--- src/rtl/stream_demux1x2.sv ---
// -----------------------------------------------------------------------------
// stream_demux1x2
//
// Routes one valid/ready packet stream to one of two outputs. The channel is
// taken from `sel` on the first beat of a packet and held until the packet's
// last beat. Each output has its own FIFO, so a stalled consumer on one
// channel does not block traffic to the other.
//
// Parameters:
//   WIDTH  payload width of each beat
//   DEPTH  entries per output FIFO (power of 2, >= 2)
//
// Ports:
//   clk, rst_n                       clock, asynchronous active-low reset
//   in_valid/in_ready/in_data/in_last input stream
//   sel                              destination channel (first beat only)
//   outN_valid/outN_ready/outN_data/outN_last  output streams, N = 0, 1
//   busy                             a packet is open
//   locked_sel                       channel latched for the open packet
// -----------------------------------------------------------------------------
module stream_demux1x2 #(
   parameter int WIDTH = 8,
   parameter int DEPTH = 2
) (
   input  logic             clk,
   input  logic             rst_n,
   input  logic             in_valid,
   output logic             in_ready,
   input  logic [WIDTH-1:0] in_data,
   input  logic             in_last,
   input  logic             sel,
   output logic             out0_valid,
   input  logic             out0_ready,
   output logic [WIDTH-1:0] out0_data,
   output logic             out0_last,
   output logic             out1_valid,
   input  logic             out1_ready,
   output logic [WIDTH-1:0] out1_data,
   output logic             out1_last,
   output logic             busy,
   output logic             locked_sel
);

   localparam int PTR_W = (DEPTH > 1) ? $clog2(DEPTH) : 1;
   localparam int CNT_W = $clog2(DEPTH + 1);

   typedef enum logic {
      IDLE = 1'b0,
      PKT  = 1'b1
   } state_e;

   state_e         state_q, state_d;
   logic           locked_q, locked_d;
   logic           route;
   logic           accept;
   logic [1:0]     full;
   logic [1:0]     empty;
   logic [1:0]     push;
   logic [1:0]     pop;
   logic [1:0]     out_ready;
   logic [WIDTH:0] head [2];

   // Inside a packet the latched channel wins; between packets `sel` steers
   // directly so the first beat needs no extra cycle.
   assign route     = (state_q == PKT) ? locked_q : sel;
   // Readiness comes only from registered counts, so a full FIFO cannot take
   // a push in the same cycle it pops.
   assign in_ready  = rst_n & ~full[route];
   assign accept    = in_valid & in_ready;
   assign push[0]   = accept & ~route;
   assign push[1]   = accept &  route;
   assign out_ready = {out1_ready, out0_ready};

   always_comb begin
      state_d  = state_q;
      locked_d = locked_q;
      case (state_q)
         IDLE: begin
            // Single-beat packets leave the FSM and the latched channel alone.
            if (accept && !in_last) begin
               state_d  = PKT;
               locked_d = sel;
            end
         end
         PKT: begin
            if (accept && in_last) begin
               state_d = IDLE;
            end
         end
         default: state_d = IDLE;
      endcase
   end

   always_ff @(posedge clk or negedge rst_n) begin
      if (!rst_n) begin
         state_q  <= IDLE;
         locked_q <= 1'b0;
      end else begin
         state_q  <= state_d;
         locked_q <= locked_d;
      end
   end

   for (genvar ch = 0; ch < 2; ch++) begin : g_fifo
      logic [WIDTH:0]   mem_q [DEPTH];
      logic [PTR_W-1:0] wr_q, wr_d;
      logic [PTR_W-1:0] rd_q, rd_d;
      logic [CNT_W-1:0] cnt_q, cnt_d;

      assign full[ch]  = (cnt_q == CNT_W'(DEPTH));
      assign empty[ch] = (cnt_q == '0);
      assign pop[ch]   = ~empty[ch] & out_ready[ch];
      // Outputs read zero while empty; no bypass of the incoming beat.
      assign head[ch]  = empty[ch] ? '0 : mem_q[rd_q];

      always_comb begin
         wr_d  = wr_q;
         rd_d  = rd_q;
         cnt_d = cnt_q;
         // DEPTH is a power of 2, so pointers wrap by natural overflow.
         if (push[ch]) wr_d = wr_q + PTR_W'(1);
         if (pop[ch])  rd_d = rd_q + PTR_W'(1);
         case ({push[ch], pop[ch]})
            2'b10:   cnt_d = cnt_q + CNT_W'(1);
            2'b01:   cnt_d = cnt_q - CNT_W'(1);
            default: cnt_d = cnt_q;
         endcase
      end

      always_ff @(posedge clk or negedge rst_n) begin
         if (!rst_n) begin
            wr_q  <= '0;
            rd_q  <= '0;
            cnt_q <= '0;
         end else begin
            wr_q  <= wr_d;
            rd_q  <= rd_d;
            cnt_q <= cnt_d;
         end
      end

      // Storage needs no reset: entries are only visible through cnt_q.
      always_ff @(posedge clk) begin
         if (push[ch]) begin
            mem_q[wr_q] <= {in_last, in_data};
         end
      end
   end

   assign out0_valid = ~empty[0];
   assign out0_data  = head[0][WIDTH-1:0];
   assign out0_last  = head[0][WIDTH];
   assign out1_valid = ~empty[1];
   assign out1_data  = head[1][WIDTH-1:0];
   assign out1_last  = head[1][WIDTH];

   assign busy       = (state_q == PKT);
   assign locked_sel = locked_q;

endmodule

--- config.mk ---
export PLATFORM = sky130hd
export DESIGN_NAME = stream_demux1x2
export DESIGN_NICKNAME = d
export VERILOG_FILES = /design/src/rtl/stream_demux1x2.sv
export SDC_FILE = /design/constraint.sdc
export NUM_CORES = 1
export LEC_CHECK = 0
export CELL_PAD_IN_SITES_DETAIL_PLACEMENT = 1
export CELL_PAD_IN_SITES_GLOBAL_PLACEMENT = 2
export CORE_MARGIN = 5
export CORE_UTILIZATION = 35
export CTS_CLUSTER_SIZE = 24
export DETAILED_ROUTE_END_ITERATION = 8
export MAX_ROUTING_LAYER = met4
export PLACE_DENSITY = 0.89
export SLEW_MARGIN = 5
export SYNTH_ARGS = -nofsm -noshare
export SYNTH_HDL_FRONTEND = slang
export SYNTH_SLANG_ARGS = --single-unit
--- constraint.sdc ---
create_clock -name clk -period 2.2 [get_ports clk]
set_input_delay 0.55 -clock clk [delete_from_list [all_inputs] [get_ports clk]]
set_output_delay 0.55 -clock clk [all_outputs]
set_load 0.03 [all_outputs]
Word level (Yosys, flattened, before mapping)
Memory sizes are Yosys's and may differ from the RTL's.
Index checks and enable logic that the tools add are counted.
{ "totals": {"ff_bits": 10, "ram_bits": 36, "memories": 2, "elab_cells": 58, "inputBits": 15, "out_inout_bits": 23} }
{ "memory_table": {"columns": ["memory", "words", "width", "read_ports", "rd_ports_with_merged_regs", "wr", "line", "rtl"], "rows": [
  ["g_fifo[0].mem_q", 2, 9, 1, 0, 1, "105", "logic [WIDTH:0] mem_q [DEPTH];"],
  ["g_fifo[1].mem_q", 2, 9, 1, 0, 1, "105", null]
]} }
{ "classes": {"muxes": 14, "magnitude_cmp": 1, "n_eq_ne": 6, "addsub": 8, "n_reduce_logical": 8, "n_bitwise": 11} }
{ "op_table": {"columns": ["operator", "n"], "rows": [
  ["two-way mux 9 bit", 2],
  ["two-way mux 1 bit", 9],
  ["== test 2 bit (second input constant)", 4],
  ["one-hot mux 2 bit (2 select lines)", 2],
  ["AND 1 bit", 6],
  ["NOT 1 bit", 5],
  ["adder 1 bit (second input constant)", 4],
  ["adder 2 x 1 -> 2 bit (second input constant)", 2],
  ["== test 2 x 1 -> 1 bit (second input constant)", 2],
  ["zero test 2 bit", 2],
  ["nonzero test 2 bit", 2],
  ["subtractor 2 x 1 -> 2 bit (second input constant)", 2],
  ["logical AND 1 bit", 2],
  ["< comparator 1 x 2 -> 1 bit (second input constant)", 1],
  ["one-hot mux 1 bit (2 select lines)", 1],
  ["AND reduction 2 bit", 1],
  ["zero test 1 bit", 1]
]} }

Logic depth before layout (Yosys ltp)
Gate-level depths: netlist of the first run.
{ "depth": {"word_depth": 9, "depth_mapped": 7, "mapped_depth_nobuf": 7} }

Worst setup path after synthesis of the first run
Ideal clock, no wire load.
{ "synth_path": {"kind": "register -> register", "start": "register with a tool-made name", "end": "memory g_fifo[0].mem_q[0][0] in the netlist's numbering, enable pin", "setup_time_ns": 0.374, "setup_slack_ns": 0.171, "path_stages_with_launch": 5, "n_path_buf": 0, "synth_period_minus_slack_ns": 2.029, "t_arrival_ns": 1.655, "required_ns": 1.826, "cell_sequence": "dfrtp_1 > mux2_4 > nor3_4 > inv_2 > nor2_1"} }
{ "synth_rtl": {"columns": ["element", "line"], "rows": [
  ["end: declaration", "105"]
]} }

Final worst setup path of the first run
{ "layout_path": {"start": "register g_fifo[0].rd_q", "end": "output port out0_data[4]"} }
{ "layout_between": {"elab_chain_len": 2} }
{ "layout_rtl": {"columns": ["element", "line", "rtl"], "rows": [
  ["start: declaration", "107", "logic [PTR_W-1:0] rd_q, rd_d;"],
  ["start signal: assignment", "137", "rd_q <= rd_d;"],
  ["memory (2 x 9 bit)", null, null],
  ["two-way mux 9 bit", "114", "assign head[ch] = empty[ch] ? '0 : mem_q[rd_q];"],
  ["end: declaration", "34", "output logic [WIDTH-1:0] out0_data,"]
]} }
Every way passes these cells.

==> qor.csv, run 1 <==
stage;metric;value;unit
cells_and_area;design area;2556;µm²
power_and_ir_drop;Sw Share;0.3942;
routing;DR vias;1182;
floorplan;Die Y;83.84;µm
sta;Worst-Margin Slew;329.8;ps
worst_setup_path;Worst Path Buf+Inv;2;
yosys;FFs w/ async S/R, synth;0.2174;
yosys;Post-Syn Nets;145;
cells_and_area;commonest non-fill, non-tap cells in the layout;36 x edfxtp_1, 22 x nor2_1, 18 x mux2i_1, 17 x dlygate4sd2_1, 15 x clkdlybuf4s50_1;
hold_path;Worst Hold Class;flip-flop to flip-flop;
clock_tree;Reg clk slew, reported paths;80;ps
yosys;post-synthesis sequential area ratio;0.6977;
sta;fmax;469.0;MHz
worst_setup_path;critical path data arrival time;1580;ps
clock_tree;clock sink total;46;
power_and_ir_drop;peak supply drop;0.5881;mV
floorplan;num rows;26;
sta;Max Slew Vio Count;0;
yosys;Seq cells post-synth;46;
grt;first-pass GRT wire length;7044;µm
worst_setup_path;Critical Path Start;g_fifo[0].rd_q;
cells_and_area;Nets;198;
power_and_ir_drop;Seq pwr share;0.375;
yosys;ys flop type;edfxtp_1;
worst_setup_path;Crit path max-delay family;buffers and inverters;
grt;gr ovfl total;0;
grt;initial antenna violation count;0;
floorplan;Core ar.;5205;µm²
power_and_ir_drop;Power Density;1326;nW/µm²
worst_setup_path;Worst Path Max Fanout;6;
floorplan;I/O Pins;38;
power_and_ir_drop;Comb pwr share;0.451;
yosys;Post-synth EDFFs;36;
clock_tree;clk root buf;clkbuf_8;
hold_path;hold_sp;g_fifo[0].wr_q;
sta;Setup Viol. Count Final;0;
routing;final WL;4217;µm
job;Max Cap Viol;0;
clock_tree;TritonCTS clock tree;built;
floorplan;Die Wd;83.84;µm
placed_design;DP Area;2446;µm²
sta;Tcrit/Tclk final;0.9693;
power_and_ir_drop;clock power share;0.174;
worst_setup_path;CP Data Required Time;1650;ps
cells_and_area;filler cell count;547;
yosys;YS warnings;0;
sta;relative slew slack;0.7810;
cells_and_area;Ant. Diodes;0;
routing;initial drt markers;61;
placed_design;Post-DP HPWL;3247;µm
cells_and_area;Multi-input gate area;565.5;µm²
routing;Antenna Violating Nets Remaining;0;
placed_design;Port Buffers;37;
yosys;cell count after synthesis;128;
grt;Total Routing Usage GR;0.1337;
sta;Hold Vio Cnt, Final;0;
yosys;syn avg cell area;14.91;µm²
cells_and_area;share of layout cells above drive strength 1;0.2099;
power_and_ir_drop;Sw Pwr;1337;µW
status;status;completed;
worst_setup_path;CP Class;flip-flop to output pin;
clock_tree;Clock Tree Buf Depth;2;
power_and_ir_drop;Static Leak;0.001019;µW
sta;Final min period;2132;ps
yosys;Mapped Area;1908;µm²
sta;RSZ-0062 raised after global routing;no;
sta;Fin Clk Skew;2.684;ps
routing;WL per Instance;16.80;µm
cells_and_area;Synth-to-Final Area Change;33.97;%
worst_setup_path;Crit-path slowest cell;dfrtp_2;
grt;vias in the first global route;1395;
clock_tree;H-tree levels;2;
floorplan;Die Footprint;7028;µm²
grt;pin count of the biggest net entering global routing;14;
sta;smallest hold slack;525.8;ps
placed_design;Final GP Congestion;0.7433;
worst_setup_path;Setup crit start kind;flip-flop;
worst_setup_path;Worst Setup End Kind;output pin;
worst_setup_path;CP peak stage delay;480;ps
routing;First-pass DRT Iterations;4;
clock_tree;worst skew pair latency;290;ps
cells_and_area;most common cell after layout, fill and taps aside;edfxtp_1;
yosys;distinct cell type count after synthesis;24;
worst_setup_path;CP cell instances;buf_4 -> mux2i_1 -> nor2_1 -> clkdlybuf4s15_1;
cells_and_area;Seq. cell area;1334;µm²
routing;Vias/cell;4.709;
routing;Post-route DRC;0;
floorplan;initial core utilization;0.3666;
power_and_ir_drop;Pint;2054;µW
clock_tree;cts bufs inserted;5;
[registers in the layout, indices dropped and copies added (netlist names), named ones only]
signal,cells
g_fifo.cnt_q,4
locked_sel,1
g_fifo.wr_q,2
g_fifo.rd_q,2
g_fifo.mem_q,36
[routing by layer]
layer,vias to the layer above,global-route usage,routed length (µm)
met4,0,0.03509,42
li1,559,-,-
met3,5,0.03554,157
met1,589,0.1455,1713
met2,29,0.2408,2305
met5,-,-,0
[worst register-to-register path: stages (launching register included)]
cell,delay (ps)
dfrtp_1,500
mux2_4,360
nor3_4,220
inv_2,80
ha_1,300
nor2_1,140
xor2_1,180
[path summary, 6_finish.rpt]
check | end | slack [ps] | cells past startpoint
setup / recovery | out0_data[4] | 70 | 4
hold / removal | g_fifo[0].wr_q | 530 | 1
setup reg to reg | g_fifo[0].cnt_q[1] | 340 | 6
hold reg to reg | g_fifo[0].wr_q | 530 | 1
max in group asynchronous | g_fifo[1].rd_q | 1480 | 2
min in group asynchronous | locked_sel | 580 | 2
[through the flow]
stage	TNS [ps]	cells	power [µW]	utilization	setup WS, ps
after floorplan	0	128	2236	-	171.1
after global placement	-36.04	243	2837	0.4700	-31.57
after detailed placement	-1460	243	2914	0.4700	-141.0
after CTS	0	251	3441	0.4916	16.11
after global routing	0	251	3584	0.4911	0.3481
final	0	251	3391	0.4911	67.58
[layout make-up]
type,count,share of cell area
flip-flops and latches,46,0.5218
multi-input cells,74,0.2212
well taps,70,0.03426
clock buffers,5,0.02692
repair buffers,50,0.1767
inverters,4,0.005874
clock inverters,2,0.01322
[what timing repair did]
| item | CTS | global route |
|---|---|---|
| setup buffers | 1 | 0 |
| hold buffers | 0 | 0 |
| resized for setup | 29 | 6 |
| gates cloned | 0 | 0 |
| pin swaps | 0 | 0 |
| endpoints found under the setup margin | 21 | 4 |
[power by group through the flow]
stage	logic (µW)	clock network (µW)	registers, µW
after global routing	1650	648	1290
final	1530	589	1270
after CTS	1560	604	1280
after floorplan	1020	0	1210
after detailed placement	1630	0	1280
after global placement	1570	0	1260
[cell usage after synthesis (2+ instances only)]
| cell type | number | area (µm²) |
|---|---|---|
| xor2_1 | 4 | 35.03 |
| edfxtp_1 | 36 | 1081 |
| inv_2 | 2 | 7.510 |
| ha_1 | 2 | 25.02 |
| buf_2 | 2 | 10.01 |
| inv_1 | 2 | 7.510 |
| xnor2_2 | 2 | 32.53 |
| nor2b_1 | 4 | 25.02 |
| nand2_1 | 4 | 15.01 |
| nor2_1 | 24 | 90.09 |
| mux2i_1 | 19 | 190.2 |
| dfrtp_1 | 10 | 250.2 |
| xnor2_1 | 4 | 35.03 |
| clkbuf_1 | 2 | 7.510 |
| o21ai_0 | 2 | 10.01 |
[cell families after synthesis]
logic type	Yosys count	synth area share
and+or+nand+nor	38	0.09575
xor gates and xnor gates	10	0.05377
AOI/OAI and AO/OA	4	0.01508
adders and majority gates	2	0.01311
muxes	20	0.1075
buffers and inverters	8	0.01705
DFF	46	0.6977
Power figures use the tool's default switching activity.
==> run 2, diff against run 1 <==
--- a/config.mk
+++ b/config.mk
@@ -11,6 +11,7 @@
 export CORE_UTILIZATION = 35
 export CTS_CLUSTER_SIZE = 24
 export DETAILED_ROUTE_END_ITERATION = 8
+export HOLD_SLACK_MARGIN = 0.05
 export MAX_ROUTING_LAYER = met4
 export PLACE_DENSITY = 0.89
 export SLEW_MARGIN = 5
==> results of run 2 <==
Same layout as run 1: the final DEF is identical, and so are final timing and power.
==> run 3, diff against run 2 <==
--- a/config.mk
+++ b/config.mk
@@ -7,7 +7,7 @@
 export LEC_CHECK = 0
 export CELL_PAD_IN_SITES_DETAIL_PLACEMENT = 1
 export CELL_PAD_IN_SITES_GLOBAL_PLACEMENT = 2
-export CORE_MARGIN = 5
+export CORE_MARGIN = 4
 export CORE_UTILIZATION = 35
 export CTS_CLUSTER_SIZE = 24
 export DETAILED_ROUTE_END_ITERATION = 8
==> run 3 against run 2 <==
  * First-iteration DRC count is 18% higher
  * Die area decreased by 4.7%
  * Cell count is 0.40% higher
  * Worst setup slack better by 20 ps
  * Critical path depth unchanged
  * Global-route usage rose by 0.15 points
  * Combinational power hardly changed
  * Clock skew is 4.0 ps higher
  * Critical path type is now input pin to output pin
  * Largest cell class unchanged
  * Largest power group unchanged
==> qor.csv, run 3 (synthesis results as in run 1) <==
stage;metric;value;unit;change
status;status;completed;;
cells_and_area;design area;2569;µm²;+0.49%
clock_tree;TritonCTS clock tree;built;;
cells_and_area;commonest non-fill, non-tap cells in the layout;36 x edfxtp_1, 22 x nor2_1, 19 x mux2i_1, 17 x dlygate4sd2_1, 15 x clkdlybuf4s50_1;;
worst_setup_path;CP Data Required Time;1650;ps;about the same
floorplan;Die Y;81.84;µm;-2.4%
power_and_ir_drop;Static Leak;0.001033;µW;+1.4%
cells_and_area;Nets;198;;unchanged
grt;gr ovfl total;0;;unchanged
placed_design;post-place setup slack;-138.4;ps;+2.589 ps
grt;first-pass GRT wire length;6486;µm;-7.9%
floorplan;Core ar.;5205;µm²;unchanged
routing;WL per Instance;15.81;µm;-5.9%
cells_and_area;most common cell after layout, fill and taps aside;edfxtp_1;;
power_and_ir_drop;peak supply drop;0.6496;mV;+10%
sta;final setup TNS;0;ps;unchanged
routing;Vias/cell;4.563;;-3.1%
worst_setup_path;Crit path max-delay family;buffers and inverters;;
cells_and_area;fin cells;252;;+0.40%
sta;Tcrit/Tclk final;0.9600;;-0.009252
placed_design;Final GP Congestion;0.7373;;-0.81%
sta;Setup Viol. Count Final;0;;unchanged
floorplan;Die Footprint;6697;µm²;-4.7%
sta;relative slew slack;0.7801;;-0.0008500
sta;smallest hold slack;524.2;ps;-1.578 ps
worst_setup_path;Setup crit start kind;input pin;;
worst_setup_path;Worst Path Buf+Inv;3;;+1
routing;Post-route DRC;0;;unchanged
placed_design;Placed Cells;239;;-1.6%
clock_tree;worst skew pair latency;290;ps;about the same
sta;RSZ-0062 raised after global routing;no;;
routing;final WL;3983;µm;-5.5%
sta;Hold Vio Cnt, Final;0;;unchanged
routing;First-pass DRT Iterations;4;;unchanged
placed_design;DP Area;2419;µm²;-1.1%
floorplan;Die Wd;81.84;µm;-2.4%
clock_tree;Reg clk slew, reported paths;80;ps;about the same
routing;initial drt markers;72;;+18%
worst_setup_path;critical path data arrival time;1560;ps;-20 ps
cells_and_area;filler cell count;545;;-0.37%
worst_setup_path;CP cell instances;clkdlybuf4s50_1 -> buf_4 -> and3_1 -> buf_6;;
clock_tree;clock sink total;46;;unchanged
worst_setup_path;Crit-path slowest cell;clkdlybuf4s50_1;;
placed_design;Port Buffers;37;;unchanged
power_and_ir_drop;Power Density;1333;nW/µm²;+0.47%
clock_tree;Clock Tree Buf Depth;2;;unchanged
clock_tree;hold-fix buffers at CTS;0;;unchanged
sta;Worst-Margin Slew;329.3;ps;-0.5726 ps
clock_tree;H-tree levels;2;;unchanged
worst_setup_path;Worst Setup End Kind;output pin;;
floorplan;initial core utilization;0.3666;;unchanged
worst_setup_path;CP Class;input pin to output pin;;
routing;DR vias;1150;;-2.7%
floorplan;I/O Pins;38;;unchanged
worst_setup_path;Worst Path Max Fanout;11;;+5
worst_setup_path;Reg-to-Reg End;g_fifo[0].cnt_q[1];;
routing;Antenna Violating Nets Remaining;0;;unchanged
sta;final setup margin;87.94;ps;+20.35 ps
worst_setup_path;r2r setup slk;370;ps;+30 ps
sta;Fin Clk Skew;6.667;ps;+3.983 ps
cells_and_area;Seq. cell area;1334;µm²;unchanged
sta;Final min period;2112;ps;-20.35 ps
grt;pin count of the biggest net entering global routing;15;;+1
grt;vias in the first global route;1236;;-11%
cells_and_area;max reg flops;36;;unchanged
cells_and_area;Ant. Diodes;0;;unchanged
cells_and_area;Synth-to-Final Area Change;34.62;%;
hold_path;Hold Crit Depth;1;;unchanged
placed_design;Post-DP HPWL;3065;µm;-5.6%
cells_and_area;Largest Register;g_fifo.mem_q;;
hold_path;hold_sp;g_fifo[0].wr_q;;
job;Max Cap Viol;0;;unchanged
hold_path;Worst Hold Class;flip-flop to flip-flop;;
grt;initial antenna violation count;0;;unchanged
grt;Total Routing Usage GR;0.1352;;+0.001536
hold_path;Worst Hold End;g_fifo[0].wr_q;;
clock_tree;clk root buf;clkbuf_8;;
worst_setup_path;reg2reg path depth;6;;unchanged
cells_and_area;biggest regs;g_fifo.mem_q (36), g_fifo.cnt_q (4);;
cells_and_area;share of layout cells above drive strength 1;0.1978;;-0.01214
worst_setup_path;CP peak stage delay;480;ps;about the same
clock_tree;cts bufs inserted;5;;unchanged
sta;fmax;473.5;MHz;+0.96%
cells_and_area;Multi-input gate area;561.8;µm²;-0.66%
floorplan;num rows;26;;unchanged
sta;Max Slew Vio Count;0;;unchanged
-- run 3: where the power goes --
part / leakage (µW) / internal (µW) / switching [µW] / total (µW)
clock network: 0.0000514 / 339 / 267 / 606
logic: 0.000544 / 653 / 899 / 1550
registers: 0.000438 / 1100 / 170 / 1270
-- run 3: final cells by class --
| class | instances | share of cell area |
|---|---|---|
| timing repair buffer | 50 | 0.1793 |
| clock inverter | 2 | 0.01461 |
| tap | 70 | 0.03410 |
| multi-input combinational | 74 | 0.2187 |
| sequential | 46 | 0.5192 |
| clock buffer | 6 | 0.02825 |
| inverter | 4 | 0.005845 |
-- run 3: through the flow --
| step | power [µW] | util |
|---|---|---|
| after floorplan | 2236 | - |
| after global placement | 2809 | 0.4647 |
| after detailed placement | 2879 | 0.4647 |
| after CTS | 3479 | 0.4925 |
| after global routing | 3632 | 0.4935 |
| final | 3423 | 0.4935 |
-- run 3: metal layers --
| layer | GRT usage | part of all wire | wire, µm |
|---|---|---|---|
| met1 | 0.1631 | 0.43 | 1705 |
| met2 | 0.2375 | 0.52 | 2072 |
| met3 | 0.02303 | 0.045 | 180 |
| met4 | 0.02990 | 0.0063 | 25 |
| met5 | - | 0 | 0 |
-- run 3: worst register-to-register path, cell delays in order (launching register included) --
cell     delay [ps]
dfrtp_1         480
mux2_4          350
nor3_4          230
inv_2            90
ha_1            310
nor2_1          140
xor2_1          160
-- run 3: worst max path at each step --
stage | from | endpoint | slack (ps) | cells past startpoint
after floorplan | flip-flop | g_fifo[0].mem_q[0][0] | 170 | 4
after global placement | sel | g_fifo[0].cnt_q[1] | -50 | 7
after detailed placement | g_fifo[0].cnt_q[1] | out0_data[7] | -140 | 3
after CTS | g_fifo[1].cnt_q[1] | out1_valid | 10 | 3
after global routing | g_fifo[0].rd_q | out0_data[1] | 6 | 4
final | rst_n | in_ready | 90 | 4
-- run 3: timing repair --
action                                  4_1_cts  5_1_grt
endpoints found under the setup margin       21        5
hold endpoints to repair                      0        0
setup buffers                                 5        0
resized for setup                            26        6
pin swaps                                     1        0
